===== src/rtl/bridge_pkg.sv =====
// Shared constants and state encoding for the UART-to-memory command bridge.
package bridge_pkg;

    localparam logic [7:0] OPC_WRITE = 8'h01;
    localparam logic [7:0] OPC_READ  = 8'h02;
    localparam int unsigned HDR_IDX_W = 2;

    typedef enum logic [3:0] {
        StIdle, StHdr, StWdata, StWmem, StAck, StRreq, StRwait, StTx, StDone
    } state_t;

endpackage


===== src/rtl/byte_serializer.sv =====
// Splits a 32-bit word into four little-endian bytes on a stb/ack handshake.
module byte_serializer (
    input  logic        clk_i,
    input  logic        rst_ni,
    input  logic        load_i,
    input  logic [31:0] word_i,
    input  logic        ack_i,
    output logic        stb_o,
    output logic [7:0]  data_o,
    output logic        done_o
);

    logic [31:0] word_q, word_d;
    logic [1:0]  idx_q, idx_d;
    logic        active_q, active_d;

    always_ff @(posedge clk_i or negedge rst_ni) begin
        if (!rst_ni) begin
            word_q   <= '0;
            idx_q    <= '0;
            active_q <= 1'b0;
        end else begin
            word_q   <= word_d;
            idx_q    <= idx_d;
            active_q <= active_d;
        end
    end

    always_comb begin
        word_d   = word_q;
        idx_d    = idx_q;
        active_d = active_q;
        done_o   = active_q && ack_i && (idx_q == 2'd3);
        if (load_i) begin
            word_d   = word_i;
            idx_d    = '0;
            active_d = 1'b1;
        end else if (active_q && ack_i) begin
            // Shifting right keeps the byte being offered in bits 7:0.
            word_d = {8'h00, word_q[31:8]};
            idx_d  = idx_q + 2'd1;
            if (idx_q == 2'd3) active_d = 1'b0;
        end
    end

    assign stb_o  = active_q;
    assign data_o = word_q[7:0];

endmodule


===== src/rtl/uart_mem_bridge.sv =====
// Opcode-driven bridge moving 32-bit words between UART byte streams and memory port b.
module uart_mem_bridge
    import bridge_pkg::*;
#(
    parameter int unsigned ADDR_WIDTH     = 16,
    parameter int unsigned TIMEOUT_CYCLES = 5_000_000,
    parameter logic [7:0]  ACK_BYTE       = 8'hA5
) (
    input  logic                  clk,
    input  logic                  reset,
    input  logic [7:0]            rx_data,
    input  logic                  rx_stb,
    output logic [7:0]            tx_data,
    output logic                  tx_stb,
    input  logic                  tx_ack,
    output logic                  mem_en,
    output logic                  mem_we,
    output logic [ADDR_WIDTH-1:0] mem_addr,
    output logic [31:0]           mem_dw,
    input  logic [31:0]           mem_dr,
    output logic                  busy,
    output logic                  err
);

    localparam int unsigned TmoW = $clog2(TIMEOUT_CYCLES + 1);

    state_t                 state_q, state_d;
    logic                   is_read_q, is_read_d;
    logic [HDR_IDX_W-1:0]   hdr_idx_q, hdr_idx_d;
    logic [ADDR_WIDTH-1:0]  addr_q, addr_d;
    logic [15:0]            cnt_q, cnt_d;
    logic [31:0]            word_q, word_d;
    logic [1:0]             wbyte_q, wbyte_d;
    logic [TmoW-1:0]        tmo_q, tmo_d;
    logic                   err_q, err_d;

    logic        collecting, timeout_hit, ser_load, ser_stb, ser_done;
    logic [7:0]  ser_data;
    logic [15:0] cnt_new;

    always_ff @(posedge clk or negedge reset) begin
        if (!reset) begin
            state_q   <= StIdle;
            is_read_q <= 1'b0;
            hdr_idx_q <= '0;
            addr_q    <= '0;
            cnt_q     <= '0;
            word_q    <= '0;
            wbyte_q   <= '0;
            tmo_q     <= '0;
            err_q     <= 1'b0;
        end else begin
            state_q   <= state_d;
            is_read_q <= is_read_d;
            hdr_idx_q <= hdr_idx_d;
            addr_q    <= addr_d;
            cnt_q     <= cnt_d;
            word_q    <= word_d;
            wbyte_q   <= wbyte_d;
            tmo_q     <= tmo_d;
            err_q     <= err_d;
        end
    end

    assign collecting  = (state_q == StHdr) || (state_q == StWdata);
    assign timeout_hit = collecting && !rx_stb && (tmo_q == TmoW'(TIMEOUT_CYCLES - 1));
    assign cnt_new     = {cnt_q[15:8], rx_data};

    always_comb begin
        state_d   = state_q;
        is_read_d = is_read_q;
        hdr_idx_d = hdr_idx_q;
        addr_d    = addr_q;
        cnt_d     = cnt_q;
        word_d    = word_q;
        wbyte_d   = wbyte_q;
        err_d     = err_q;
        ser_load  = 1'b0;

        if (rx_stb)          tmo_d = '0;
        else if (collecting) tmo_d = tmo_q + TmoW'(1);
        else                 tmo_d = '0;

        unique case (state_q)
            StIdle: begin
                if (rx_stb && (rx_data == OPC_WRITE || rx_data == OPC_READ)) begin
                    is_read_d = (rx_data == OPC_READ);
                    hdr_idx_d = '0;
                    state_d   = StHdr;
                end
            end
            StHdr: begin
                if (timeout_hit) begin
                    state_d = StIdle;
                    err_d   = 1'b1;
                end else if (rx_stb) begin
                    hdr_idx_d = hdr_idx_q + HDR_IDX_W'(1);
                    unique case (hdr_idx_q)
                        2'd0: addr_d = ADDR_WIDTH'({rx_data, 8'h00});
                        2'd1: addr_d = addr_q | ADDR_WIDTH'(rx_data);
                        2'd2: cnt_d  = {rx_data, 8'h00};
                        default: begin
                            cnt_d   = cnt_new;
                            wbyte_d = '0;
                            if (is_read_q) state_d = (cnt_new == '0) ? StIdle : StRreq;
                            else           state_d = (cnt_new == '0) ? StAck : StWdata;
                        end
                    endcase
                end
            end
            StWdata: begin
                if (timeout_hit) begin
                    state_d = StIdle;
                    err_d   = 1'b1;
                end else if (rx_stb) begin
                    // First byte ends up in bits 7:0 after four shifts.
                    word_d  = {rx_data, word_q[31:8]};
                    wbyte_d = wbyte_q + 2'd1;
                    if (wbyte_q == 2'd3) state_d = StWmem;
                end
            end
            StWmem: begin
                addr_d  = addr_q + ADDR_WIDTH'(1);
                cnt_d   = cnt_q - 16'd1;
                state_d = (cnt_q == 16'd1) ? StAck : StWdata;
            end
            StAck:   if (tx_ack) state_d = StIdle;
            StRreq:  state_d = StRwait;
            StRwait: begin
                ser_load = 1'b1;
                state_d  = StTx;
            end
            StTx:    if (ser_done) state_d = StDone;
            StDone: begin
                addr_d  = addr_q + ADDR_WIDTH'(1);
                cnt_d   = cnt_q - 16'd1;
                state_d = (cnt_q == 16'd1) ? StIdle : StRreq;
            end
            default: state_d = StIdle;
        endcase

        if (rx_stb && (state_q inside {StAck, StRreq, StRwait, StTx, StDone})) err_d = 1'b1;
    end

    byte_serializer u_ser (
        .clk_i  (clk),
        .rst_ni (reset),
        .load_i (ser_load),
        .word_i (mem_dr),
        .ack_i  (tx_ack && (state_q == StTx)),
        .stb_o  (ser_stb),
        .data_o (ser_data),
        .done_o (ser_done)
    );

    assign tx_stb   = (state_q == StAck) || ser_stb;
    assign tx_data  = (state_q == StAck) ? ACK_BYTE : (ser_stb ? ser_data : 8'h00);
    assign mem_en   = (state_q == StWmem) || (state_q == StRreq);
    assign mem_we   = (state_q == StWmem);
    assign mem_addr = addr_q;
    assign mem_dw   = word_q;
    assign busy     = (state_q != StIdle);
    assign err      = err_q;

endmodule


===== config.mk =====
export PLATFORM = sky130hd
export DESIGN_NAME = uart_mem_bridge
export DESIGN_NICKNAME = d
export VERILOG_FILES = /design/src/rtl/bridge_pkg.sv /design/src/rtl/byte_serializer.sv /design/src/rtl/uart_mem_bridge.sv
export SDC_FILE = /design/constraint.sdc
export NUM_CORES = 1
export LEC_CHECK = 0
export BUFFER_PORTS_ARGS = -buffer_cell sky130_fd_sc_hd__buf_2
export CAP_MARGIN = 5
export CORE_UTILIZATION = 44
export CTS_CLUSTER_DIAMETER = 150
export CTS_CLUSTER_SIZE = 10
export DETAILED_ROUTE_END_ITERATION = 7
export PLACE_DENSITY = 0.73
export REMOVE_ABC_BUFFERS = 1
export SYNTH_ARGS = -nofsm -noshare
export SYNTH_HDL_FRONTEND = slang
export SYNTH_SLANG_ARGS = --single-unit

===== constraint.sdc =====
create_clock -name clk -period 2 [get_ports clk]
set_input_delay 0.4 -clock clk [delete_from_list [all_inputs] [get_ports clk]]
set_output_delay 0.4 -clock clk [all_outputs]
set_load 0.05 [all_outputs]

==> summary.md, run 1 <==
| Metric | Value |
|---|---|
| Outcome | `finished, violations left` |
| Failing checks | `setup timing` |
| Sw frac | `between 40% and 50%` |
| Avg Inst Size Synth | `~9.7 um^2` |
| Overflow after GRT | `0` |
| Worst EP arrival | `between 1500 and 2000 ps` |
| Mux contribution to synthesized area | `between 8 and 9%` |
| Vias/cell | `around 5.6` |
| Adder-cell share of the synthesized area | `roughly 2.2%` |
| Compound-Gate Fraction of Synth Area | `between 10% and 20%` |
| Register area share after synthesis | `47.55%` |
| Worst EP required | `1600 ps` |
| Final #Nets | `around 940` |
| Starting DRC count in detailed routing | `between 400 and 500` |
| Drt first pass iters | `5` |
| Final worst setup slack | `-253.9 ps` |
| Clock Power Share | `23.8%` |
| Largest net degree at the start of global routing | `60` |
| Final Slew Violations | `0` |
| GRT Overall Usage | `a little under a quarter` |
| Post-synth top area share | `47.55%` |
| Final-report hold violation count | `0` |
| DP HPWL | `between 10000 and 15000 um` |
| Seq pwr share | `approximately 31%` |
| Largest family of logic cells by synthesized area | `simple AND/OR/NAND/NOR gates` |
| Ys Warns | `0` |
| H-tree Lvls | `4` |
| Leakage power | `a little over 4 nW` |
| RSZ-0062 raised after global routing | `yes` |
| First-pass GRT wire length | `between 20000 and 30000 um` |
| Setup crit start kind | `flop` |
| Tcrit/Tclk final | `112.7%` |
| Most used DFF post-synth | `dfrtp_1` |
| Total core area | `15310 um^2` |
| Setup Viol. Count Final | `12` |
| Via count | `about 6.2k` |
| Residual DRC | `0` |
| CTS Buf Count | `17` |
| Seq cells post-synth | `roughly 130` |
| Layout cells sized above 1 | `a little over a third` |
| Longest Clk Path Bufs | `2` |
| Starting density of the core | `a little under half` |
| Final antenna-violating net count | `0` |
| Max-cap violations | `0` |
| Top cells by area, synth | `dfrtp_1 (48%), mux2_2 (5.0%), o21ai_0 (4.5%)` |
| Vias in the first global route | `around 6k` |
| Synth Area in Simple Gates | `around 20%` |
| Die Area | `approximately 16000 um^2` |
| Finished Cell Area | `roughly 9200 um^2` |
| CTS clock-pin slew for the worst setup and hold paths | `about 60 ps` |
| Area Overhead vs Synth | `32.94%` |
| Cells after Synth | `between 700 and 800` |
| Final Wtd Congestion | `slightly below 0.9` |
| Skew final | `7.397 ps` |
| Die height | `between 100 and 150 um` |
| Clk_lat worst skew | `420 ps` |
| Pwr dens | `1481 nW/um^2` |
| Max-slew headroom | `roughly 69%` |
| WL final | `approximately 18000 um` |
| Port bufs | `approximately 100` |
| Switching power | `5.763 mW` |
| Area leader, netlist | `dfrtp_1` |
| CP max FO | `6` |
| WL/cell | `15.93 um` |
| Clock root buffer | `clkbuf_16` |
| Int Power | `~8 mW` |
| Hold Crit Class | `in -> reg` |
| Endpoint type of the worst setup path | `output port` |
| Distinct cell type count after synthesis | `71` |
| # diodes | `0` |
| Initial antenna violation count | `0` |
| Comb pwr share | `45.5%` |
| Post-synth ARST share | `100.0%` |
| Critical path type | `reg -> out` |
| # IOs | `105` |
| Worst Max-Slew Pin Slew | `about 460 ps` |
| Xor and xnor area share after synthesis | `under 10%` |
| Synthesized area | `just under 7000 um^2` |
| Post-DP Area | `around 8200 um^2` |
| Tmin final | `about 2300 ps` |
| Post-synth EDFFs | `0` |
| Die W | `between 100 and 150 um` |
| Fmax | `~440 MHz` |
| Std-Cell Rows | `45` |
| Pwr Total | `between 10 and 15 mW` |
| Clk sink count | `132` |
| CTS tree | `done` |
| Maximum vdd drop | `0.8007 mV` |
==> state kept, by name, summed over array words and instances, names as in the netlist <==
signal,count
mem_dw,32
u_ser.word_q,32
tmo_q,23
cnt_q,16
mem_addr,16
state_q,4
hdr_idx_q,2
u_ser.idx_q,2
wbyte_q,2
err,1
is_read_q,1
u_ser.stb_o,1
==> synth_stat cells, drive strengths merged, types with 7 or more instances <==
master / count
xnor2: 17
nor4: 16
and3: 11
o21ai: 63
inv: 24
mux2: 31
a311oi: 7
nor3: 17
buf: 17
mux2i: 26
nor2: 66
nand4: 12
ha: 12
clkbuf: 21
nand2: 86
dfrtp: 132
a21oi: 29
nand3: 25
==> worst paths after layout <==
check                      cells past startpoint  slack [ps]                    from                           to
max                                            4        -250  state_q[3]$_DFFE_PN0P_                   tx_data[4]
min reg2reg                                    1         460         err$_DFFE_PN0P_              err$_DFFE_PN0P_
min                                            3         180               mem_dr[8]  u_ser.word_q[8]$_DFFE_PN0P_
min in group asynchronous                      2         350                   reset        mem_dw[3]$_DFFE_PN0P_
max in group asynchronous                      3        1020                   reset       state_q[3]$_DFFE_PN0P_
max reg2reg                                    8         -60  state_q[3]$_DFFE_PN0P_       state_q[0]$_DFFE_PN0P_
==> layer usage <==
layer | GRT usage [%] | vias to the layer above | share of wire (%)
met1 | 29.32 | 2997 | 45
met2 | 36.19 | 229 | 47
met5 | 0 | - | 0
met4 | 9.619 | 0 | 2.2
met3 | 5.175 | 35 | 6.2
li1 | - | 2937 | -
==> layout by cell type (no fill, tap or decap), types with 21 or more instances in the layout <==
cell / netlist / layout
a21oi_1: 28 / 26
buf_2: 9 / 91
mux2i_1: 26 / 26
nand2_1: 84 / 81
buf_4: 6 / 75
inv_1: 24 / 21
dfrtp_1: 132 / 130
nand3_1: 24 / 24
mux2_2: 31 / 31
nor2_1: 66 / 62
o21ai_0: 63 / 62
==> power groups by stage <==
stage / sequential [mW] / clock [mW] / combinational, mW
6_report: 4.21 / 3.25 / 6.22
5_1_grt: 4.32 / 3.45 / 6.62
4_1_cts: 4.17 / 3.32 / 5.92
3_5_place_dp: 4.20 / 0 / 5.56
3_3_place_gp: 4.17 / 0 / 5.47
2_1_floorplan: 5.51 / 0 / 2.40
==> stage by stage <==
step | worst slack, ps | utilization [%] | hold WS [ps] | TNS, ps | instances
floorplan | -2306 | - | 104.4 | -95440 | 678
global placement | -145.9 | 53.41 | 215.4 | -386.3 | 1069
detailed placement | -149.8 | 53.41 | 217.3 | -393.0 | 1069
CTS | -259.3 | 59.03 | 158.8 | -2386 | 1107
global route | -298.7 | 60.30 | 182.6 | -3071 | 1111
finish | -253.9 | 60.30 | 176.6 | -2289 | 1111
==> cells by family after synthesis <==
logic type | after synthesis
AO/OA/AOI/OAI | 158
XOR/XNOR | 21
AND/OR/NAND/NOR | 274
flip-flops | 132
buffers and inverters | 62
multiplexers | 57
adder cells (fa/ha/maj) | 12
==> cell type report <==
type	count	area, um^2
Tap cell	211	264.0
Inverter	24	90.09
Fill cell	1285	6080
Multi-Input combinational cell	522	3602
Clock inverter	11	147.6
Sequential cell	132	3306
Timing Repair Buffer	190	1345
Clock buffer	21	480.5
==> critical path, cell delays in order (launching register included) <==
cell and delay (ps):
dfrtp_2 440, or4b_4 520, buf_6 160, and3_4 170, buf_8 140
==> what timing repair did <==
| item | in CTS | in global routing |
|---|---|---|
| buffers inserted | 4 | 4 |
| setup endpoints to repair | 14 | 48 |
| resized for setup | 51 | 39 |
| hold endpoints to repair | 8 | 0 |
| cloned | 1 | 0 |
| pin swaps | 8 | 13 |
| hold buffers | 1 | 0 |
Power figures use the tool's default switching activity.
==> inputs of run 2 (changes only) <==
- SYNTH_HIERARCHICAL: default -> 1
==> summary.md, run 2 <==
| Metric | Value |
|---|---|
| Tcrit/Tclk final | `105.5%` |
| Critical R2R Capture | `state_q[0]$_DFFE_PN0P_` |
| CTS Buf Count | `17` |
| Final worst setup slack | `-109.5 ps` |
| Total core area | `15940 um^2` |
| Post-synth ARST share | `between 90% and 100%` |
| CTS tree | `done` |
| RSZ-0062 raised after global routing | `yes` |
| Hold Crit Class | `in -> reg` |
| Synthesized area | `7232 um^2` |
| First-pass GRT wire length | `~29000 um` |
| Clock root buffer | `clkbuf_16` |
| Fmax | `about 470 MHz` |
| Top cells by count, synth | `dfrtp_1 (132), nand2_1 (70), nor2_1 (49)` |
| Final Slew Violations | `0` |
| Cells after Synth | `737` |
| Commonest non-fill, non-tap cells in the layout | `dfrtp_1 (131), buf_2 (92), buf_4 (81)` |
| Setup crit start kind | `flop` |
| Longest Clk Path Bufs | `2` |
| Drt first pass iters | `5` |
| WL/cell | `16.11 um` |
| DP HPWL | `between 10000 and 15000 um` |
| Starting DRC count in detailed routing | `between 400 and 500` |
| Bufs and invs on worst path | `3` |
| Post-synth EDFFs | `0` |
| Final Wtd Congestion | `0.9227` |
| Die height | `130.2 um` |
| Seq cells post-synth | `about 130` |
| Post-synth top area share | `between 40% and 50%` |
| Port bufs | `~100` |
| Most used DFF post-synth | `dfrtp_1` |
| CTS clock-pin slew for the worst setup and hold paths | `roughly 60 ps` |
| Max-slew headroom | `roughly 70%` |
| Area Overhead vs Synth | `33.27%` |
| Reg-to-reg startpoint | `cnt_q[14]$_DFFE_PN0P_` |
| Hold wc startpoint | `mem_dr[28]` |
| Area leader, netlist | `dfrtp_1` |
| Fillcell total | `1324` |
| Starting density of the core | `45.36%` |
| Pwr dens | `1519 nW/um^2` |
| Setup Viol. Count Final | `7` |
| Finished Cell Area | `around 9600 um^2` |
| Residual DRC | `0` |
| Vias in the first global route | `slightly above 6k` |
| Worst Hold End | `u_ser/word_q[28]$_DFFE_PN0P_` |
| Vias/cell | `~5.6` |
| # IOs | `105` |
| Failing checks | `setup timing` |
| Endpoint type of the worst setup path | `output port` |
| CP max FO | `5` |
| Ys Warns | `6` |
| Cell with the most instances after synthesis | `dfrtp_1` |
| Hold_ws | `187.9 ps` |
| R2R depth | `9` |
| Final #Nets | `between 900 and 1k` |
| H-tree Lvls | `4` |
| Register area share after synthesis | `a little under half` |
| Flop-to-flop setup slack | `-60 ps` |
| Top delay family on crit path | `flip-flops` |
| Max incr delay on CP | `between 400 and 500 ps` |
| Final-report hold violation count | `0` |
| CP most frequent cell | `buf_6` |
| Critical Path Start | `state_q[1]$_DFFE_PN0P_` |
| Die W | `~130 um` |
| Overflow after GRT | `0` |
| Max-cap violations | `0` |
| Crit-path cells | `buf_6 > nor2_4 > nand3_4 > buf_6 > and3_4 > buf_8` |
| Final antenna-violating net count | `0` |
| Worst Max-Slew Pin Slew | `roughly 470 ps` |
| Largest net degree at the start of global routing | `slightly above 90` |
| Worst EP arrival | `between 1500 and 2000 ps` |
| Tmin final | `2110 ps` |
| Pwr Total | `14.64 mW` |
| Outcome | `finished, violations left` |
| Via count | `around 6.4k` |
| Clk sink count | `between 100 and 150` |
| Maximum vdd drop | `1.480 mV` |
| Clk_lat worst skew | `420 ps` |
| Avg Inst Size Synth | `roughly 9.8 um^2` |
| # diodes | `0` |
| Std-Cell Rows | `46` |
| Skew final | `just under 8 ps` |
| Commonest non-fill, non-tap cell in the layout | `dfrtp_1` |
| Critical-path top delay cell | `dfrtp_2` |
| Worst EP required | `approximately 1600 ps` |
| Distinct cell type count after synthesis | `66` |
| Die Area | `~17000 um^2` |
| Top cells by area, synth | `dfrtp_1 (46%), mux2_2 (5.0%), nand2_1 (3.6%)` |
| WL final | `approximately 18000 um` |
| Critical path type | `reg -> out` |
| GRT Overall Usage | `22.07%` |
| Layout cells sized above 1 | `approximately 38%` |
| Post-DP Area | `roughly 8400 um^2` |
| Initial antenna violation count | `1` |
| Post-place setup slack | `-352.7 ps` |
| Hold depth | `3` |
| Leakage power | `roughly 4.2 nW` |
run 2: changes by cell type in the layout (fill, tap and decap cells not counted), moves of 7 or more:
cell	before	now
o21ai_0	62	17
nor3_2	0	7
nand2b_1	5	29
o311ai_2	0	9
o21ai_1	1	11
nor2_1	62	44
nand4b_1	2	24
o211ai_1	2	18
nor4_1	12	4
nand2_1	81	63
mux2i_1	26	1
run 2: where the power goes:
part | total [mW] | switching (mW) | leakage, nW | internal [mW]
clock network | 2.99 | 1.23 | 0.268 | 1.76
logic | 7.28 | 4.49 | 2.31 | 2.79
registers | 4.37 | 0.758 | 1.64 | 3.61
run 2: how the worst max path moves through the flow:
stage	end	slack, ps	cells past startpoint
2_1_floorplan	u_ser/word_q[0]$_DFFE_PN0P_	-3300	4
3_3_place_gp	state_q[0]$_DFFE_PN0P_	-410	10
3_5_place_dp	state_q[0]$_DFFE_PN0P_	-350	10
4_1_cts	busy	-120	3
5_1_grt	tx_data[3]	-180	6
6_report	tx_data[3]	-110	6
run 2: cells by family after synthesis:
kind of cell	count (synthesis)	share of synthesized area, %
compound gates	159	15.78
xor+xnor	21	2.543
mux	33	5.121
buf+inv	80	5.761
flops	132	45.67
simple gates	300	23.05
fa+ha+maj	12	2.076
run 2: final cells by class:
type | count | area (um^2) | area share (%)
Clock inverter | 13 | 125.1 | 1.298
Inverter | 24 | 92.59 | 0.9607
Timing Repair Buffer | 207 | 1540 | 15.98
Multi-Input combinational cell | 525 | 3862 | 40.08
Clock buffer | 19 | 442.9 | 4.596
Sequential cell | 132 | 3304 | 34.29
Tap cell | 216 | 270.3 | 2.804
run 2: metal layers:
layer	GRT usage [%]	part of all wire, %
met1	27.86	43
met2	37.11	49
met3	5.863	5.7
met4	6.293	2.0
met5	0	0
run 2: repair_timing:
| item | in CTS | in global routing |
|---|---|---|
| gates cloned | 1 | 1 |
| pin swaps | 10 | 25 |
| endpoints found under the setup margin | 16 | 40 |
| buffers inserted | 8 | 5 |
| hold buffers | 1 | 0 |
| gates resized for setup | 50 | 76 |
| hold endpoints to repair | 40 | 0 |
run 2: worst register-to-register path: cells and delay by family (launching register included):
family          cells  cell delay, ps
simple gates        3             830
flops               1             390
compound gates      3             310
buf+inv             2             220
fa+ha+maj           1             180
run 2: through the flow:
step	cells	setup TNS [ps]	util (%)
2_1_floorplan	681	-142220	-
3_3_place_gp	1088	-1555	53.00
3_5_place_dp	1088	-1304	53.00
4_1_cts	1130	-482.7	58.21
5_1_grt	1136	-2016	60.45
6_report	1136	-618.7	60.45
==> inputs of run 3 (changes only) <==
- REMOVE_ABC_BUFFERS: 1 -> default
==> summary.md, run 3 (synthesis gave the netlist of run 2 again) <==
| Metric | Value |
|---|---|
| Outcome | `finished, violations left` |
| Failing checks | `setup timing` |
| Vias/cell | `between 5 and 6` |
| Total core area | `~16000 um^2` |
| Die height | `about 130 um` |
| Post-Layout Cell Count | `~1.1k` |
| Setup Viol. Count Final | `9` |
| Initial antenna violation count | `0` |
| Multi-input gate area | `between 3000 and 4000 um^2` |
| Crit-path cells | `buf_4 > or4_4 > buf_8` |
| CTS Buf Count | `17` |
| Clk sink count | `approximately 130` |
| Top delay family on crit path | `simple AND/OR/NAND/NOR gates` |
| Max-cap violations | `0` |
| Die W | `roughly 130 um` |
| Critical path type | `reg -> out` |
| Setup crit start kind | `flop` |
| Register area | `between 3000 and 4000 um^2` |
| Post-DP Area | `roughly 8300 um^2` |
| WL final | `around 18000 um` |
| Final antenna-violating net count | `0` |
| CTS tree | `done` |
| Placed cell count | `roughly 1.1k` |
| Pwr Total | `14.59 mW` |
| Overflow after GRT | `0` |
| Via count | `6348` |
| Final Slew Violations | `0` |
| Vias in the first global route | `roughly 6k` |
| DP HPWL | `roughly 12000 um` |
| Commonest non-fill, non-tap cells in the layout | `dfrtp_1 (130), buf_2 (91), buf_4 (83)` |
| Final-report hold violation count | `0` |
| # IOs | `between 100 and 150` |
| WL/cell | `approximately 16 um` |
| Std-Cell Rows | `between 40 and 50` |
| Final Wtd Congestion | `0.8488` |
| Commonest non-fill, non-tap cell in the layout | `dfrtp_1` |
| Maximum vdd drop | `approximately 0.84 mV` |
| Critical-path top delay cell | `or4_4` |
| Residual DRC | `0` |
| First-pass GRT wire length | `29180 um` |
| Longest Clk Path Bufs | `2` |
| # diodes | `0` |
| Port bufs | `104` |
| Starting density of the core | `45.36%` |
| Drt first pass iters | `5` |
| Finished Cell Area | `about 9400 um^2` |
| Post-place setup slack | `-333.2 ps` |
| Hold Crit Class | `in -> reg` |
| Bufs and invs on worst path | `2` |
| Tcrit/Tclk final | `105.6%` |
| Clk_lat worst skew | `around 420 ps` |
| Fmax | `around 470 MHz` |
| Worst EP arrival | `about 1700 ps` |
| GRT Overall Usage | `between 20% and 30%` |
| CP max FO | `10` |
| Leakage power | `~4.1 nW` |
| Tmin final | `2113 ps` |
| Worst Max-Slew Pin Slew | `between 400 and 500 ps` |
| Area Overhead vs Synth | `30.24%` |
| Skew final | `between 7 and 8 ps` |
| Final #Nets | `around 960` |
| Util after Layout | `around 59%` |
| Worst EP required | `around 1600 ps` |
| Endpoint type of the worst setup path | `output port` |
| Clock root buffer | `clkbuf_16` |
| Largest net degree at the start of global routing | `a little over 90` |
| CTS clock-pin slew for the worst setup and hold paths | `60 ps` |
| RSZ-0062 raised after global routing | `yes` |
| Mapped Nets | `793` |
| Max incr delay on CP | `510 ps` |
| Die Area | `between 15000 and 20000 um^2` |
| Final worst setup slack | `-112.7 ps` |
| Pwr dens | `about 1500 nW/um^2` |
| Starting DRC count in detailed routing | `around 450` |
| Max-slew headroom | `70.45%` |
| Layout cells sized above 1 | `about 36%` |
| H-tree Lvls | `4` |
| Fillcell total | `~1.4k` |
==> run 3: stage by stage <==
stage                     hold WS, ps  TNS, ps
after floorplan                 104.4        0
after global placement          363.4    -1419
after detailed placement        369.6    -1480
after CTS                       174.0   -725.7
after global routing            187.3    -1508
final                           188.2   -414.8
==> run 3: metal layers <==
metal  global-route usage, %  vias up  wire length [um]  share of wire [%]
met1                   28.28     3058              8038                 44
met5                       0        -                 0                  0
li1                        -     3033                 -                  -
met4                   8.413        0               520                2.8
met2                   35.98      213              8960                 49
met3                   5.248       44               937                5.1
==> run 3: area by class of cell <==
cell class                      count  area share [%]
Multi-Input combinational cell    528           40.17
Clock inverter                     14           1.501
Inverter                           24          0.9963
Sequential cell                   132           35.10
Clock buffer                       18           4.663
Timing Repair Buffer              197           14.71
Tap cell                          216           2.869
==> run 3: where the power goes <==
group | internal (mW) | switching (mW) | leakage, nW
registers | 3.61 | 0.755 | 1.64
clock network | 1.78 | 1.27 | 0.278
logic | 2.69 | 4.49 | 2.23
total | 8.08 | 6.51 | 4.15
==> run 3: timing repair <==
| action | in CTS | in global routing |
|---|---|---|
| hold endpoints to repair | 26 | 0 |
| hold buffers | 1 | 0 |
| gates cloned | 1 | 2 |
| endpoints found under the setup margin | 19 | 63 |
| pin swaps | 9 | 15 |
| resized for setup | 52 | 50 |
| buffers inserted | 6 | 9 |
==> run 3: worst min-delay path: cells and delay by family <==
kind                   cells  cell delay, ps
buffers and inverters      1              70
AOI/OAI and AO/OA          1              60
and+or+nand+nor            1              40
==> run 3: path summary, 6_finish.rpt <==
| path | startpoint | end | slack, ps | depth (start not counted) |
|---|---|---|---|---|
| max | state_q[0]$_DFFE_PN0P_ | busy | -110 | 3 |
| max in group asynchronous | reset | u_ser/word_q[15]$_DFFE_PN0P_ | 900 | 3 |
| max reg2reg | state_q[2]$_DFFE_PN0P_ | cnt_q[9]$_DFFE_PN0P_ | 0 | 6 |
| min reg2reg | mem_dw[6]$_DFFE_PN0P_ | mem_dw[6]$_DFFE_PN0P_ | 500 | 1 |
| min in group asynchronous | reset | mem_dw[12]$_DFFE_PN0P_ | 480 | 2 |
| min | mem_dr[31] | u_ser/word_q[31]$_DFFE_PN0P_ | 190 | 3 |
